File: src/rtl/weight_pkg.sv
// Shared FSM state type and latency constants for the weight feeder.
package weight_pkg;

  typedef enum logic [1:0] {IDLE, INIT, READ, DRAIN} state_t;

  localparam int ROM_RD_LAT = 1;

  // Cycles from a READ address to its word on column c.
  function automatic int SKEW_LAT(input int c);
    return c + 2;
  endfunction

endpackage

File: src/rtl/skew_delay.sv
// Fixed-length register line on {valid, data}; DEPTH = 0 collapses to a wire.
module skew_delay #(
  parameter int DW    = 8,
  parameter int DEPTH = 1
) (
  input  logic          clk,
  input  logic          rst,
  input  logic          vld_in,
  input  logic [DW-1:0] data_in,
  output logic          vld_out,
  output logic [DW-1:0] data_out
);

  if (DEPTH == 0) begin : g_wire
    logic unused_clk_rst;
    assign unused_clk_rst = clk ^ rst;
    assign vld_out  = vld_in;
    assign data_out = data_in;
  end else begin : g_line
    logic [DEPTH-1:0] vld_q;
    logic [DW-1:0]    data_q [DEPTH];

    always_ff @(posedge clk) begin
      if (rst) begin
        vld_q <= '0;
        for (int i = 0; i < DEPTH; i++) data_q[i] <= '0;
      end else begin
        vld_q[0]  <= vld_in;
        data_q[0] <= data_in;
        for (int i = 1; i < DEPTH; i++) begin
          vld_q[i]  <= vld_q[i-1];
          data_q[i] <= data_q[i-1];
        end
      end
    end

    assign vld_out  = vld_q[DEPTH-1];
    assign data_out = data_q[DEPTH-1];
  end

endmodule

File: src/rtl/weight_feeder.sv
// Drives the per-column weight ROMs and feeds their words, diagonally skewed,
// into the systolic array's weight inputs.
module weight_feeder
  import weight_pkg::*;
#(
  parameter int DW             = 8,
  parameter int COLS           = 8,
  parameter int ADDR_DW        = 5,
  parameter int KERNEL_ELEMENT = 25
) (
  input  logic                 clk,
  input  logic                 rst,
  input  logic                 start,
  input  logic [ADDR_DW-1:0]   base_addr,
  input  logic [COLS*DW-1:0]   rom_dout,
  output logic                 initial_sig,
  output logic                 RAenable,
  output logic [ADDR_DW-1:0]   addr,
  output logic [COLS*DW-1:0]   w_out,
  output logic [COLS-1:0]      w_valid,
  output logic                 busy,
  output logic                 done
);

  localparam int KW  = $clog2(KERNEL_ELEMENT + 1);
  localparam int DCW = $clog2(COLS + 2);
  localparam logic [KW-1:0]  K_LAST = KW'(KERNEL_ELEMENT - 1);
  localparam logic [DCW-1:0] D_LAST = DCW'(COLS);
  localparam logic [DCW-1:0] D_PRE  = DCW'(COLS - 1);

  state_t             state;
  logic               inited;
  logic [KW-1:0]      k;
  logic [DCW-1:0]     dcnt;
  logic [ADDR_DW-1:0] base_q;

  // All control outputs are registered and describe the state being entered.
  always_ff @(posedge clk) begin
    if (rst) begin
      state       <= IDLE;
      inited      <= 1'b0;
      k           <= '0;
      dcnt        <= '0;
      base_q      <= '0;
      initial_sig <= 1'b0;
      RAenable    <= 1'b0;
      addr        <= '0;
      busy        <= 1'b0;
      done        <= 1'b0;
    end else begin
      initial_sig <= 1'b0;
      done        <= 1'b0;
      case (state)
        IDLE: begin
          if (start) begin
            base_q <= base_addr;
            busy   <= 1'b1;
            k      <= '0;
            if (!inited) begin
              state       <= INIT;
              initial_sig <= 1'b1;
            end else begin
              state    <= READ;
              RAenable <= 1'b1;
              addr     <= base_addr;
            end
          end
        end
        INIT: begin
          inited   <= 1'b1;
          state    <= READ;
          RAenable <= 1'b1;
          addr     <= base_q;
        end
        READ: begin
          if (k == K_LAST) begin
            state    <= DRAIN;
            RAenable <= 1'b0;
            addr     <= '0;
            dcnt     <= '0;
          end else begin
            k    <= k + KW'(1);
            addr <= addr + ADDR_DW'(1);
          end
        end
        DRAIN: begin
          if (dcnt == D_LAST) begin
            state <= IDLE;
            busy  <= 1'b0;
          end else begin
            dcnt <= dcnt + DCW'(1);
            done <= (dcnt == D_PRE);
          end
        end
        default: state <= IDLE;
      endcase
    end
  end

  logic               rd_vld;
  logic               cap_vld;
  logic [COLS*DW-1:0] cap;

  // Align the read enable with ROM data, then capture; idle cycles capture zero.
  always_ff @(posedge clk) begin
    if (rst) begin
      rd_vld  <= 1'b0;
      cap_vld <= 1'b0;
      cap     <= '0;
    end else begin
      rd_vld  <= RAenable;
      cap_vld <= rd_vld;
      cap     <= rd_vld ? rom_dout : '0;
    end
  end

  for (genvar c = 0; c < COLS; c++) begin : g_col
    skew_delay #(
      .DW   (DW),
      .DEPTH(SKEW_LAT(c) - ROM_RD_LAT - 1)
    ) u_skew (
      .clk     (clk),
      .rst     (rst),
      .vld_in  (cap_vld),
      .data_in (cap[c*DW +: DW]),
      .vld_out (w_valid[c]),
      .data_out(w_out[c*DW +: DW])
    );
  end

endmodule

File: config.mk
export PLATFORM = sky130hd
export DESIGN_NAME = weight_feeder
export DESIGN_NICKNAME = d
export VERILOG_FILES = /design/src/rtl/weight_pkg.sv /design/src/rtl/skew_delay.sv /design/src/rtl/weight_feeder.sv
export SDC_FILE = /design/constraint.sdc
export NUM_CORES = 1
export LEC_CHECK = 0
export ABC_AREA = 1
export CORE_UTILIZATION = 50
export DETAILED_ROUTE_END_ITERATION = 16
export PLACE_DENSITY = 0.8
export SLEW_MARGIN = 20
export SYNTH_ARGS = -nofsm -noshare
export SYNTH_HDL_FRONTEND = slang
export SYNTH_SLANG_ARGS = --single-unit
File: constraint.sdc
create_clock -name clk -period 2.6 [get_ports clk]
set_input_delay 0.65 -clock clk [delete_from_list [all_inputs] [get_ports clk]]
set_output_delay 0.65 -clock clk [all_outputs]
set_load 0.02 [all_outputs]
---- Word-level counts from Yosys, hierarchy flattened ----
Memory sizes are Yosys's and may differ from the RTL's.
Cells that the tools add are included.
word-level totals
  register bits ........................... 120
  output and inout bits ................... 81
  RAM bits ................................ 224
  memories kept ........................... 7
memories
  memory                         depth  width  read ports  clocked after Yosys merged registers in  wr ports  line              RTL
  g_col[7].u_skew.g_line.data_q  7      8      7           0                                        7         skew_delay.sv:21  logic [DW-1:0] data_q [DEPTH];
  g_col[6].u_skew.g_line.data_q  6      8      6           0                                        6         skew_delay.sv:21
  g_col[5].u_skew.g_line.data_q  5      8      5           0                                        5         skew_delay.sv:21
  g_col[4].u_skew.g_line.data_q  4      8      4           0                                        4         skew_delay.sv:21
  g_col[3].u_skew.g_line.data_q  3      8      3           0                                        3         skew_delay.sv:21
  g_col[2].u_skew.g_line.data_q  2      8      2           0                                        2         skew_delay.sv:21
  +1 memories                    --     --     --          --                                       --        --
operators by class
  reduce and logical (&&, ||, !) cells .... 16
  multiplexer cells ....................... 55
  bitwise gates (word level) .............. 31
  add/subtract/negate cells ............... 3
  equality and inequality tests ........... 12
operators by type and width
  kind                                                 count
  2-to-1 mux 8 bit                                     28
  OR 1 bit                                             27
  2-to-1 mux 5 bit                                     5
  case mux 5 bit (3 select lines)                      1
  AND reduction 3 bit                                  5
  != test 2 bit, second input constant                 6
  adder 5 x 1 -> 5 bit, second input constant          2
  2-to-1 mux 1 bit                                     10
  case mux 5 bit (2 select lines)                      1
  2-to-1 mux 2 bit                                     4
  2-to-1 mux 4 bit                                     2
  case mux 2 bit (4 select lines)                      1
  case mux 4 bit (2 select lines)                      1
  OR reduction 8 bit                                   1
  nonzero test 2 bit                                   3
  OR reduction 3 bit                                   2
  equality test 5 bit, second input constant           1
  adder 4 x 1 -> 4 bit, second input constant          1
  equality test 2 bit, second input constant           2
  equality test 4 x 3 -> 1 bit, second input constant  1
  equality test 4 bit, second input constant           1
  inverter 1 bit                                       4
  AND reduction 4 bit                                  1
  case mux 1 bit (3 select lines)                      1
  6 further kinds                                      6

---- Longest topological paths before layout ----
  depth in word-level cells ............... 3
  mapped depth ............................ 10
  gate-level depth less buffers ........... 10

---- Modules after synthesis ----
Synthesis repeated with hierarchy kept, for this count alone.
second synthesis, totals
  cells, all modules ...................... 1229
  area, all modules ....................... 10847.9 µm²
modules (own cells, without submodules)
  module                        seq. area each (µm²)  instances  area each (µm²)  cells each
  weight_feeder                 1841.8                1          3276.9           404
  skew_delay (g_col[7].u_skew)  1261.2                1          1813.0           196
  skew_delay (g_col[6].u_skew)  1081.0                1          1614.0           176
  skew_delay (g_col[5].u_skew)  900.9                 1          1355.0           148
  skew_delay (g_col[4].u_skew)  720.7                 1          1041.0           112
  skew_delay (g_col[3].u_skew)  540.5                 1          839.6            92
  skew_delay (g_col[2].u_skew)  360.3                 1          581.8            64
  skew_delay (g_col[1].u_skew)  180.2                 1          259.0            28
  skew_delay (g_col[0].u_skew)  0.0                   1          67.6             9

---- Worst setup path before layout ----
Ideal clock, no wire load.
  path type ............................... register to register
  from .................................... register state[0]
  to ...................................... register k[0]
  slack ................................... 1.254 ns
  arrival ................................. 1.231 ns
  cell stages (with the launch flop) ...... 10
  cell sequence ........................... dfxtp_1 -> inv_1 -> ha_1 -> buf_4 -> inv_2 -> nand2_1 -> nand3_4 -> inv_2 -> o21ai_2 -> nor2_1
on the way
  longest elaborated chain between the ends .. 3
RTL lines
  what                                                                  line                 RTL
  from (decl)                                                           weight_feeder.sv:31  state_t state;
  from (signal assigned)                                                weight_feeder.sv:40  state <= IDLE;
  from (signal assigned)                                                weight_feeder.sv:60  state <= INIT;
  from (signal assigned)                                                weight_feeder.sv:63  state <= READ;
  equality test 2 bit / zero test 2 bit (equally long branches)         weight_feeder.sv:53  case (state)
  != test 2 bit (no line) / nonzero test 2 bit (equally long branches)  --
  AND reduction 3 bit (no line)                                         --
  to (signal assigned)                                                  weight_feeder.sv:82  k <= k + KW'(1);
  to (decl)                                                             weight_feeder.sv:33  logic [KW-1:0] k;
Parallel ways exist; a longest one is shown, timed or not.
A chain may end at the register's enable or synchronous reset.

---- Worst setup path after layout ----
  from .................................... register addr[2]
  to ...................................... output port addr[2]
RTL lines
  what                    line                 RTL
  from (decl)             weight_feeder.sv:18  output logic [ADDR_DW-1:0] addr,
  from (signal assigned)  weight_feeder.sv:65  addr <= base_addr;
  from (signal assigned)  weight_feeder.sv:73  addr <= base_q;
  from (signal assigned)  weight_feeder.sv:83  addr <= addr + ADDR_DW'(1);
No word-level cell between the ends.

==> impl_metrics.tcl <==
set metrics [dict create \
    synth_nets 1259 \
    drt-initial-drc-count 228 \
    yosysUniqueCellTypes 31 \
    synth_edf_count 0 \
    wl_per_cell_um 9.757 \
    n_antenna_cell 0 \
    vias_per_cell 4.004 \
    min_period_over_period 0.8576 \
    synthMuxAreaShare 0 \
    synth_fa_ha_area_frac 0.01227 \
    avgSynthCellArea_um2 8.667 \
    postCtsSetupRepairBufs 0 \
    synthSimpleGateAreaFrac 0.1494 \
    grt_remaining_overflow 0 \
    regArea_mm2 0.006466 \
    grt_pass1_vias 5804 \
    die_h_um 144.8 \
    start_util 0.5174 \
    synth_xor_area_frac 0.003434 \
    syn-cell-area_mm2 0.01020 \
    max_stage_delay_ns 0.66 \
    crit_type "reg2out" \
    finClkSkew_ns 0.01872 \
    rows 51 \
    hold_class "reg2reg" \
    grt_pass1_wl_mm 25.90 \
    maxSlewHeadroom 0.4326 \
    ctsResizeCount 0 \
    multi_input_comb_area_mm2 0.001936 \
    clock_latency_ns 0.49 \
    pin_count 153 \
    area_delta_synth_final_pct 24.32 \
    fillerInstances 1627 \
    crit_family "buffers and inverters" \
    cellLeakagePower_uw 0.005268 \
    die_area_mm2 0.02098 \
    port_buffers 152 \
    globalplace.congestion 0.8524 \
    hold_viol 0 \
    drive_gt1_frac 0.06404 \
    ir_worst_vdd_mv 0.6291 \
    drt_wl_total_mm 15.23 \
    path_cells "clkdlybuf4s50_1" \
    grtUsageTotal 0.1551 \
    slew_viol_final 0 \
    holdBufCountCts 0 \
    r2r-start "state[0]" \
    layout_commonest_cell "nor2_1" \
    dr.pass1.iters 4 \
    power_uw 11580 \
    synth_ff_type "dfxtp_1" \
    crit_fanout 7 \
    final_cell_mix "nor2_1, dfxtp_1, inv_1, clkdlybuf4s50_1, clkbuf_16" \
    worst_pin_slew_ns 0.8511 \
    crit_path_end_kind "output pin" \
    synth_top_family_by_area "buffers and inverters" \
    rsz0062_at_grt "false" \
    critPathArrivalTime_ns 1.58 \
    async_flop_share 0 \
    die_w_um 144.8 \
    min-delay-start "cap[10]" \
    finalSetupViolations 0 \
    clock.fmax_ghz 0.4485 \
    crit_buf_inv 1 \
    syn_inst 1177 \
    clk_pin_slew_ns 0.06 \
    clockBufferDepth 3 \
    critical_path_required_ns 1.95 \
    synth_compound_area_frac 0.02441 \
    drv_cap 0 \
    htreeDepth 2 \
    drc 0 \
    via_count 6251 \
    status "completed" \
    cts_buffers 34 \
    ys_seq_area_frac 0.6339 \
    nNetsFinal 1358 \
    fin_tns_setup_ns 0 \
    crit_path_start "addr[2]" \
    regToRegSetupSlack_ns 0.84 \
    ant_nets 0 \
    cts.sinks 323 \
    antenna_found_initial 0 \
    yosysWarnings 0 \
    hpwl_mm 9.703 \
    final_core_util 0.6432 \
    grt_max_degree 154 \
    p_per_area_mw_per_mm2 913.3 \
    ys_ff_latch 323 \
    start_kind "flop" \
    core_mm2 0.01972 \
    tritoncts "built" \
    cp_slowest_cell "clkdlybuf4s50_1" \
    clk_root_buffer_cell "clkbuf_16" \
    fin_crit_ns 2.230 \
]
## final cells by class
class / count / share of cell area
Clock inverter: 11 / 0.01509
Clock buffer: 45 / 0.07745
Tap cell: 265 / 0.02614
Timing Repair Buffer: 155 / 0.1240
Sequential cell: 323 / 0.5099
Inverter: 319 / 0.09481
Multi-Input combinational cell: 443 / 0.1526
## synth_stat cells (2+ instances only)
cell type	instances	area, um2
nor2_1	325	1220
dfxtp_1	323	6466
inv_1	312	1171
buf_4	57	427.9
nand2_1	34	127.6
buf_2	32	160.2
a21oi_1	14	70.07
ha_1	10	125.1
nand3_1	10	50.05
o21ai_0	10	50.05
a21oi_2	6	52.55
inv_2	6	22.52
o21ai_1	6	30.03
nand2_2	5	31.28
nand4_1	4	25.02
nor3_1	4	20.02
xor2_1	3	26.28
clkbuf_1	2	7.510
o21ai_2	2	17.52
## kinds of logic (layout without fill, tap and decap cells)
family,Yosys count,after routing
adder cells (fa/ha/maj),10,10
XOR/XNOR,4,4
AO/OA/AOI/OAI,42,42
buffers and inverters,411,530
flip-flops,323,323
AND/OR/NAND/NOR,387,387
## state kept, by name, indices dropped and copies added (netlist names), 2 cells and up
register                    cells
addr                            5
base_q                          5
cap                            64
dcnt                            4
g_col.u_skew.g_line.data_q    224
g_col.u_skew.g_line.vld_q       7
k                               5
state                           2
## worst paths after layout
path                                          to  cells past startpoint
max                                      addr[2]                      1
min          g_col[1].u_skew.g_line.data_q[0][2]                      2
max reg2reg                              addr[1]                      8
min reg2reg  g_col[1].u_skew.g_line.data_q[0][2]                      2
## layer usage
layer  share of wire  up-vias  routed length (um)  global-route usage
met4           0.025        0                 385             0.06039
li1                -     3427                   -                   -
met2            0.49      138                7516              0.2738
met5               0        -                   0                   0
met1            0.41     2651                6300              0.1698
met3           0.067       35                1028             0.05429
## through the flow
stage               setup slack (ns)  area (um2)  std cells  hold slack [ns]
floorplan                      1.254       10200       1177           0.3883
CTS                           0.3418       12680       1561           0.3983
global route                  0.3261       12680       1561           0.4078
detailed placement            0.6909       11510       1505           0.3922
global placement              0.7430       11510       1505           0.3885
finish                        0.3703       12680       1561           0.3970
## power breakdown
group	internal, uW	total (uW)	leakage [uW]	switching, uW
logic	529	1320	0.00207	787
clock network	3140	4930	0.000583	1790
registers	5210	5340	0.00261	134
total	8870	11600	0.00527	2710
Note: power is estimated with default switching activity, not from simulation.
